==> src/rtl/spibus_bridge_if.sv <==
// spibus_bridge_if
// Cartridge bus connection between the SPI bridge (master) and cart_iface (slave).
//   cart_a    : bus address, ADDR_W bits
//   cart_dout : write data towards the bus
//   cart_din  : read data from the bus
//   cart_rd   : one-cycle read strobe
//   cart_wr   : one-cycle write strobe
//   cart_busy : bus access in progress
interface spibus_bridge_if #(
  parameter int ADDR_W = 16
);
  logic [ADDR_W-1:0] cart_a;
  logic [7:0]        cart_dout;
  logic [7:0]        cart_din;
  logic              cart_rd;
  logic              cart_wr;
  logic              cart_busy;

  modport master (
    output cart_a, cart_dout, cart_rd, cart_wr,
    input  cart_din, cart_busy
  );

  modport slave (
    input  cart_a, cart_dout, cart_rd, cart_wr,
    output cart_din, cart_busy
  );
endinterface

==> src/rtl/spibus_bridge.sv <==
// spibus_bridge
// SPI slave (mode 0, MSB first) that turns SPI frames into single or burst
// byte reads/writes on the cartridge bus.
// Frame: command byte (bit7 = write, bit6 = auto-increment), ADDR_W/8 address
// bytes MSB first, then data bytes (write) or dummy + streamed read bytes (read).
// Ports:
//   clk, rst     : system clock, asynchronous active-low reset
//   spi_sck      : SPI clock (asynchronous, idles low)
//   spi_mosi     : serial data in
//   spi_cs       : chip select, selected when equal to CS_ACTIVE
//   spi_miso     : serial data out
//   cart         : cartridge bus (master side)
//   err_overrun  : sticky overrun flag, cleared at each frame start
module spibus_bridge #(
  parameter int ADDR_W    = 16,
  parameter bit CS_ACTIVE = 1'b1
) (
  input  logic             clk,
  input  logic             rst,
  input  logic             spi_sck,
  input  logic             spi_mosi,
  input  logic             spi_cs,
  output logic             spi_miso,
  spibus_bridge_if.master  cart,
  output logic             err_overrun
);

  localparam int         ADDR_BYTES = ADDR_W / 8;
  localparam logic [2:0] LAST_ADDR  = 3'(ADDR_BYTES);
  localparam logic [2:0] DATA_PHASE = 3'(ADDR_BYTES + 1);

  localparam logic [1:0] ST_IDLE   = 2'd0;
  localparam logic [1:0] ST_STROBE = 2'd1;
  localparam logic [1:0] ST_WAIT1  = 2'd2;
  localparam logic [1:0] ST_WAITB  = 2'd3;

  logic [1:0]        sck_sync, mosi_sync, cs_sync;
  logic              sck_prev, sel_prev;
  logic [2:0]        bit_cnt, byte_cnt;
  logic [6:0]        rx_shift;
  logic [7:0]        tx_shift;
  logic              is_wr, inc;
  logic [ADDR_W-1:0] addr;
  logic              req_pending, req_wr;
  logic [7:0]        req_data;
  logic [1:0]        state;
  logic              cur_rd;
  logic [7:0]        pref;

  logic       sel, sck_rise, sck_fall, frame_start, byte_done;
  logic [7:0] rx_byte;
  logic       bus_free, read_outstanding;

  assign sel         = (cs_sync[1] == CS_ACTIVE);
  assign sck_rise    = sck_sync[1] & ~sck_prev;
  assign sck_fall    = ~sck_sync[1] & sck_prev;
  assign frame_start = sel & ~sel_prev;
  assign rx_byte     = {rx_shift, mosi_sync[1]};
  // Frame start wins over a byte completing in the same cycle.
  assign byte_done   = sel & ~frame_start & sck_rise & (bit_cnt == 3'd7);

  assign bus_free         = (state == ST_IDLE) & ~req_pending;
  // A read is outstanding from the moment it is requested until its data is captured.
  assign read_outstanding = (req_pending & ~req_wr) | ((state != ST_IDLE) & cur_rd);

  // The bus FSM and the SPI frame logic share one block because both touch
  // addr and req_pending; the SPI part comes second so its requests win.
  always_ff @(posedge clk or negedge rst) begin
    if (!rst) begin
      sck_sync       <= '0;
      mosi_sync      <= '0;
      cs_sync        <= {2{~CS_ACTIVE}};
      sck_prev       <= 1'b0;
      sel_prev       <= 1'b0;
      bit_cnt        <= '0;
      byte_cnt       <= '0;
      rx_shift       <= '0;
      tx_shift       <= '0;
      spi_miso       <= 1'b0;
      is_wr          <= 1'b0;
      inc            <= 1'b0;
      addr           <= '0;
      req_pending    <= 1'b0;
      req_wr         <= 1'b0;
      req_data       <= '0;
      state          <= ST_IDLE;
      cur_rd         <= 1'b0;
      pref           <= '0;
      err_overrun    <= 1'b0;
      cart.cart_a    <= '0;
      cart.cart_dout <= '0;
      cart.cart_rd   <= 1'b0;
      cart.cart_wr   <= 1'b0;
    end else begin
      sck_sync  <= {sck_sync[0], spi_sck};
      mosi_sync <= {mosi_sync[0], spi_mosi};
      cs_sync   <= {cs_sync[0], spi_cs};
      sck_prev  <= sck_sync[1];
      sel_prev  <= sel;

      cart.cart_rd <= 1'b0;
      cart.cart_wr <= 1'b0;
      case (state)
        ST_IDLE: begin
          if (req_pending) begin
            state          <= ST_STROBE;
            cart.cart_a    <= addr;
            cart.cart_dout <= req_data;
            cart.cart_rd   <= ~req_wr;
            cart.cart_wr   <= req_wr;
            cur_rd         <= ~req_wr;
            req_pending    <= 1'b0;
          end
        end
        ST_STROBE: begin
          state <= ST_WAIT1;
          if (inc) addr <= addr + ADDR_W'(1);
        end
        ST_WAIT1: state <= ST_WAITB;
        default: begin
          if (!cart.cart_busy) begin
            if (cur_rd) pref <= cart.cart_din;
            state <= ST_IDLE;
          end
        end
      endcase

      if (frame_start) begin
        bit_cnt     <= '0;
        byte_cnt    <= '0;
        err_overrun <= 1'b0;
        tx_shift    <= '0;
        spi_miso    <= 1'b0;
        req_pending <= 1'b0;
      end else if (!sel) begin
        // Abort: drop any partial byte and any request not yet on the bus.
        bit_cnt     <= '0;
        req_pending <= 1'b0;
      end else begin
        if (sck_rise) begin
          rx_shift <= rx_byte[6:0];
          bit_cnt  <= bit_cnt + 3'd1;
        end
        // The fall right after the 8th rise keeps the freshly loaded bit 7 on MISO.
        if (sck_fall && bit_cnt != 3'd0) begin
          tx_shift <= {tx_shift[6:0], 1'b0};
          spi_miso <= tx_shift[6];
        end
        if (byte_done) begin
          if (byte_cnt != DATA_PHASE) byte_cnt <= byte_cnt + 3'd1;
          if (byte_cnt == 3'd0) begin
            is_wr <= rx_byte[7];
            inc   <= rx_byte[6];
          end else if (byte_cnt <= LAST_ADDR) begin
            addr <= (addr << 8) | ADDR_W'(rx_byte);
            if (byte_cnt == LAST_ADDR && !is_wr) begin
              // Prefetch the first read; the dummy byte shifts out zeros meanwhile.
              req_pending <= 1'b1;
              req_wr      <= 1'b0;
              tx_shift    <= '0;
              spi_miso    <= 1'b0;
            end
          end else if (is_wr) begin
            if (bus_free) begin
              req_pending <= 1'b1;
              req_wr      <= 1'b1;
              req_data    <= rx_byte;
            end else begin
              err_overrun <= 1'b1;
            end
          end else if (read_outstanding) begin
            tx_shift    <= 8'hFF;
            spi_miso    <= 1'b1;
            err_overrun <= 1'b1;
          end else begin
            tx_shift    <= pref;
            spi_miso    <= pref[7];
            req_pending <= 1'b1;
            req_wr      <= 1'b0;
          end
        end
      end
    end
  end

endmodule

==> src/flat_wrapper.sv <==
// flat-port wrapper written by rule: the top's interface ports become plain ports
module spibus_bridge_flat 
#(
  parameter int ADDR_W    = 16,
  parameter bit CS_ACTIVE = 1'b1
)
  (clk, rst, spi_sck, spi_mosi, spi_cs, spi_miso, err_overrun, cart_cart_a, cart_cart_dout, cart_cart_rd, cart_cart_wr, cart_cart_din, cart_cart_busy);
  spibus_bridge_if #(.ADDR_W(ADDR_W)) cart_i ();
  input  logic clk;
  input  logic rst;
  input  logic spi_sck;
  input  logic spi_mosi;
  input  logic spi_cs;
  output logic spi_miso;
  output logic err_overrun;
  output wire logic [$bits(cart_i.cart_a)-1:0] cart_cart_a;
  output wire logic [$bits(cart_i.cart_dout)-1:0] cart_cart_dout;
  output wire logic [$bits(cart_i.cart_rd)-1:0] cart_cart_rd;
  output wire logic [$bits(cart_i.cart_wr)-1:0] cart_cart_wr;
  input wire logic [$bits(cart_i.cart_din)-1:0] cart_cart_din;
  input wire logic [$bits(cart_i.cart_busy)-1:0] cart_cart_busy;
  assign cart_cart_a = cart_i.cart_a;
  assign cart_cart_dout = cart_i.cart_dout;
  assign cart_cart_rd = cart_i.cart_rd;
  assign cart_cart_wr = cart_i.cart_wr;
  assign cart_i.cart_din = cart_cart_din;
  assign cart_i.cart_busy = cart_cart_busy;
  spibus_bridge #(.ADDR_W(ADDR_W), .CS_ACTIVE(CS_ACTIVE)) u_core (.clk(clk), .rst(rst), .spi_sck(spi_sck), .spi_mosi(spi_mosi), .spi_cs(spi_cs), .spi_miso(spi_miso), .cart(cart_i), .err_overrun(err_overrun));
endmodule
==> config.mk <==
export PLATFORM = sky130hd
export DESIGN_NAME = spibus_bridge_flat
export DESIGN_NICKNAME = d
export VERILOG_FILES = /design/src/rtl/spibus_bridge_if.sv /design/src/rtl/spibus_bridge.sv /design/src/flat_wrapper.sv
export SDC_FILE = /design/constraint.sdc
export NUM_CORES = 1
export LEC_CHECK = 0
export ABC_AREA = 1
export ABC_CLOCK_PERIOD_IN_PS = 2100
export CORE_ASPECT_RATIO = 1.1
export CORE_UTILIZATION = 30
export CTS_CLUSTER_SIZE = 12
export DETAILED_ROUTE_END_ITERATION = 8
export DONT_BUFFER_PORTS = 1
export PLACE_DENSITY = 0.41
export SLEW_MARGIN = 15
export SYNTH_ARGS = -nofsm -noshare
export SYNTH_HDL_FRONTEND = slang
export SYNTH_SLANG_ARGS = --single-unit
==> constraint.sdc <==
create_clock -name clk -period 2.1 [get_ports clk]
set_input_delay 0.315 -clock clk [delete_from_list [all_inputs] [get_ports clk]]
set_output_delay 0.315 -clock clk [all_outputs]
set_load 0.02 [all_outputs]
After elaboration in Yosys (flattened, before gate mapping):

Index checks and enable logic that the tools add are counted.

* register bits after elaboration: 96
* bits of input ports: 14
* output and inout bits: 28
* logic and storage cells: 146

* add/subtract/negate cells: 3
* magnitude comparators: 1
* equality and inequality tests: 14
* muxes and demuxes: 62
* bitwise gates (word level): 21
* reductions and logical operators: 21

Operator list (count)
* $mux W16: 7
* $mux W8: 9
* $mux W1: 36
* $mux W3: 7
* $add A16 B1 Y16 const B: 1
* $or A16 B8 Y16: 1
* $reduce_and A7 Y1: 2
* $not A1 Y1: 10
* $and A1 B1 Y1: 9
* $ne A3 B3 Y1 const B: 3
* $reduce_and A3 Y1: 3
* $reduce_bool A2 Y1: 4
* $add A3 B1 Y3 const B: 2
* $ne A2 B1 Y1 const B: 3
* $ne A3 B2 Y1 const B: 2
* $pmux W2 S3: 1
* $reduce_and A6 Y1: 1
* $reduce_bool A3 Y1: 2
* $mux W2: 2
* $ne A4 B1 Y1 const B: 1
* $reduce_and A2 Y1: 2
* $reduce_and A4 Y1: 1
* $eq A3 B2 Y1 const B: 1
* $eq A3 B3 Y1 const B: 1
* other kinds (10): 11

Depth between registers and ports, before layout:

* word-level depth: 10
* mapped depth: 11
* gate-level depth less buffers: 11

Least setup slack after synthesis:

No wires, ideal clock.

* path kind: reg-to-reg
* start: reg u_core.byte_cnt[0]
* end: reg u_core.req_data[6]
* setup time: 0.120 ns
* arrival time: 1.504 ns
* required time: 1.980 ns
* path slack: 0.477 ns
* cell stages (with the launch flop): 10
* buffers on the path: 1
* period minus slack after synthesis: 1.623 ns
* cells stage by stage: dfrtp_1 > inv_1 > ha_1 > o21ai_2 > nand2_1 > nor2_4 > nand3_2 > buf_6 > nand2_1 > o21ai_2

* longest elaborated chain between the ends: 3
* elaborated cells between the ends (all ways): 5
* classes of those cells: order compare (1); bitwise (2); reduce/logical (2)

RTL lines
* from (decl): line spibus_bridge.sv:39 `logic [2:0] bit_cnt, byte_cnt;`
* from (signal assigned): line spibus_bridge.sv:150 `if (byte_cnt != DATA_PHASE) byte_cnt <= byte_cnt + 3'd1;`
* $le A3 B2 Y1 / $logic_not A3 Y1 (equally long branches): line spibus_bridge.sv:154, spibus_bridge.sv:151
* $not A1 Y1 (no line)
* $reduce_and A7 Y1 (no line) *
* to (signal assigned): line spibus_bridge.sv:167 `req_data <= rx_byte;`
* to (decl): line spibus_bridge.sv:45 `logic [7:0] req_data;`

Every way passes the cells marked *; elsewhere a longest branch is shown, timed or not.
A chain may end at the register's enable or synchronous reset.

Final worst setup path:

* start: reg u_core.state[1]
* end: reg u_core.addr[8]

* longest elaborated chain between the ends: 7

RTL lines
* from (decl): line spibus_bridge.sv:46 `logic [1:0] state;`
* from (signal assigned): line spibus_bridge.sv:86 `state <= ST_IDLE;`
* from (signal assigned): line spibus_bridge.sv:106 `state <= ST_STROBE;`
* from (signal assigned): line spibus_bridge.sv:116 `state <= ST_WAIT1;`
* $eq A2 B1 Y1 *: line spibus_bridge.sv:103 `case (state)`
* $mux W16 *: line spibus_bridge.sv:103
* $mux W16: line spibus_bridge.sv:154 `end else if (byte_cnt <= LAST_ADDR) begin`
* $mux W16: line spibus_bridge.sv:151 `if (byte_cnt == 3'd0) begin`
* $mux W16: line spibus_bridge.sv:149 `if (byte_done) begin`
* $mux W16: line spibus_bridge.sv:135 `end else if (!sel) begin`
* $mux W16 *: line spibus_bridge.sv:128 `if (frame_start) begin`
* to (signal assigned): line spibus_bridge.sv:117 `if (inc) addr <= addr + ADDR_W'(1);`
* to (signal assigned): line spibus_bridge.sv:155 `addr <= (addr << 8) | ADDR_W'(rx_byte);`
* to (decl): line spibus_bridge.sv:43 `logic [ADDR_W-1:0] addr;`

Marked as above.

==> flow_summary.json <==
{
  "antenna_found_initial": 0,
  "dieArea_um2": 15900,
  "ctsHoldBuffers": 3,
  "die_x_um": 120,
  "numClockSinks": 95,
  "diodes": 0,
  "maxCapViolCount": 0,
  "ys_warn_count": 0,
  "syn_to_final_growth_pct": 12.9,
  "p_sw_uw": 937,
  "ant_nets": 0,
  "wl_met2_um": 4940,
  "avgSynthCellArea_um2": 8.57,
  "setup_viol": 0,
  "ys.flop_type": "dfrtp_1",
  "ys_top_cells_by_area": "dfrtp_1 51%, nand2_1 15%, o21ai_0 5.9%",
  "min_period_ns": 1.90,
  "firstDrtPassIters": 4,
  "status": "complete, but fails checks",
  "cts-buffers-inserted": 9,
  "h-tree-depth": 3,
  "cp.required_ns": 2.33,
  "wl_met1_um": 4660,
  "leakage_nw": 2.59,
  "portBuffers": 0,
  "cts_setup_buffers": 0,
  "place_congestion": 0.775,
  "cts_max_path_buffers": 2,
  "final_nets": 579,
  "dp.cells": 732,
  "wl_per_cell_um": 13.6,
  "synth_seq_cells": 95,
  "drive_gt1_frac": 0.106,
  "r2r_start": "u_core.state[1]",
  "met3RoutedLength_um": 321,
  "p_seq_frac": 0.484,
  "ios": 42,
  "hold_class": "input port to asynchronous set/reset pin",
  "r2r-end": "u_core.addr[8]",
  "yosysTopAreaCell": "dfrtp_1",
  "rrSetupSlack_ns": 0.20,
  "core_um2": 15100,
  "worstRegToRegCells": 10,
  "tns_ns": 0,
  "viasPerCell": 4.56,
  "syn-num-nets": 569,
  "drc": 0,
  "powerDensity_nw_per_um2": 762,
  "start_util": 0.308,
  "finalHoldViolCount": 95,
  "tritoncts": "yes",
  "relSlewSlack": 0.759,
  "crit_path_max_fanout": 7,
  "worst_pin_slew_ns": 0.359,
  "swShare": 0.235,
  "grt_pass1_vias": 3410,
  "synth_top_area_share": 0.514,
  "clkTransAtPathRegs_ns": 0.07,
  "cp.arrival_ns": 2.12,
  "syn_area_um2": 4630,
  "layout_worst_path_cycle_share": 0.903,
  "die_h_um": 132,
  "instances_no_fill": 750,
  "grt_pass1_wl_um": 17300,
  "rsz0062_at_grt": "false",
  "root_buffer": "clkbuf_16",
  "finalMaxSlewViolations": 0,
  "yosysSeqAreaShare": 0.514,
  "highest_layer": "met4",
  "end_kind": "flop",
  "async_flop_share": 1.00,
  "fill_cells": 1623,
  "p_int_mw": 3.04,
  "vdd_drop_max_uv": 319,
  "timing.hold.ws_ns": -0.338,
  "row_count": 47,
  "fin_skew_ns": 0.00761,
  "grt_use_total": 0.140,
  "p_comb_frac": 0.072,
  "wl_um": 10200,
  "p_clk_frac": 0.444,
  "violations": "hold timing",
  "synth_cells": 540,
  "synthTopCellsByCount": "183 x nand2_1, 95 x dfrtp_1, 63 x inv_1, 55 x o21ai_0, 30 x nand3_1",
  "dp_hpwl_um": 7270,
  "gr-total-overflow": 0,
  "grt_max_degree": 96,
  "yosysMostFrequentCell": "nand2_1",
  "drt_iter0_drc": 165,
  "clk_latency_ns": 0.34,
  "synth_edf_count": 0,
  "crit_path_start_kind": "flop",
  "worstSetupPathType": "flop to flop",
  "synthDistinctLibCells": 32,
  "max_freq_mhz": 527,
  "vias": 3423
}
[layout by cell type (no fill, tap or decap), drive strengths merged]
cell,n
ha,15
bufinv,2
mux2,8
a21oi,7
or2,1
a31oi,2
buf,6
o22ai,1
dlygate4sd3,3
xor2,2
o22a,1
nand4,3
inv,64
nand2,186
clkinv,5
xnor2,2
clkbuf,11
nand3,33
nand3b,3
nor3,5
nor2,31
o21ai,68
dfrtp,95
[final cells by class]
class / instances / area [µm²] / area share
Inverter: 67 / 253 / 0.0484
Sequential cell: 95 / 2380 / 0.455
Clock buffer: 11 / 243 / 0.0464
Clock inverter: 4 / 70.1 / 0.0134
Tap cell: 196 / 245 / 0.0469
Multi-Input combinational cell: 368 / 1950 / 0.373
Timing Repair Buffer: 9 / 87.6 / 0.0168
[critical path: stages (launching register included)]
cell and delay [ns]:
dfrtp_1 0.41, inv_1 0.11, ha_1 0.22, nand2_1 0.23
inv_1 0.13, buf_4 0.15, nand3_1 0.15, nand2_1 0.09
inv_1 0.03, o21ai_0 0.18, o21ai_2 0.08
[sequential cells by signal, summed over array words and instances, names as in the netlist, 2 cells and up]
signal	count
u_core.bit_cnt	3
u_core.req_data	8
u_core.pref	8
u_core.cs_sync	2
u_core.rx_shift	7
u_core.cart.cart_dout	8
u_core.sck_sync	2
u_core.addr	16
u_core.tx_shift	7
u_core.state	2
u_core.mosi_sync	2
u_core.cart.cart_a	16
u_core.byte_cnt	3
[cells by family after synthesis]
| kind of cell | after synthesis | synth area share |
|---|---|---|
| AO/OA/AOI/OAI | 79 | 0.0992 |
| AND/OR/NAND/NOR | 262 | 0.250 |
| XOR/XNOR | 4 | 0.00757 |
| buffers and inverters | 77 | 0.0695 |
| adder cells (fa/ha/maj) | 15 | 0.0405 |
| flip-flops | 95 | 0.514 |
| multiplexers | 8 | 0.0195 |
[through the flow]
| step | util | setup slack [ns] | power, mW | area (µm²) |
|---|---|---|---|---|
| global placement | 0.323 | 0.210 | 2.23 | 4860 |
| finish | 0.347 | 0.204 | 3.98 | 5230 |
| floorplan | - | 0.477 | 2.16 | 4630 |
| global route | 0.347 | 0.00246 | 4.16 | 5230 |
| detailed placement | 0.323 | 0.181 | 2.24 | 4860 |
| CTS | 0.346 | 0.154 | 4.05 | 5210 |
[routing by layer]
layer,track usage,up-vias
met4,0.0624,0
met3,0.0329,15
met1,0.173,1634
met2,0.231,45
li1,-,1729
met5,0,-
[how the worst max path moves through the flow]
stage                     slack [ns]          startpoint            endpoint
final                           0.20     u_core.state[1]      u_core.addr[8]
after global routing           0.002     u_core.state[1]     u_core.addr[12]
after CTS                       0.15  u_core.byte_cnt[1]  u_core.req_data[1]
after detailed placement        0.18  u_core.byte_cnt[1]  u_core.req_data[1]
after global placement          0.21     u_core.state[1]     u_core.addr[11]
after floorplan                 0.48  u_core.byte_cnt[0]  u_core.req_data[6]
[power by group through the flow]
stage	combinational [mW]	sequential, mW	clock, mW
2_1_floorplan	0.213	1.95	0
3_3_place_gp	0.273	1.96	0
3_5_place_dp	0.284	1.96	0
4_1_cts	0.289	1.93	1.83
5_1_grt	0.339	1.93	1.89
6_report	0.288	1.93	1.77
[repair_timing]
item,CTS,global route
gates resized for setup,0,4
endpoints found under the setup margin,0,4
endpoints found under the hold margin,98,95
No activity file was read; power rests on OpenSTA's default activity.
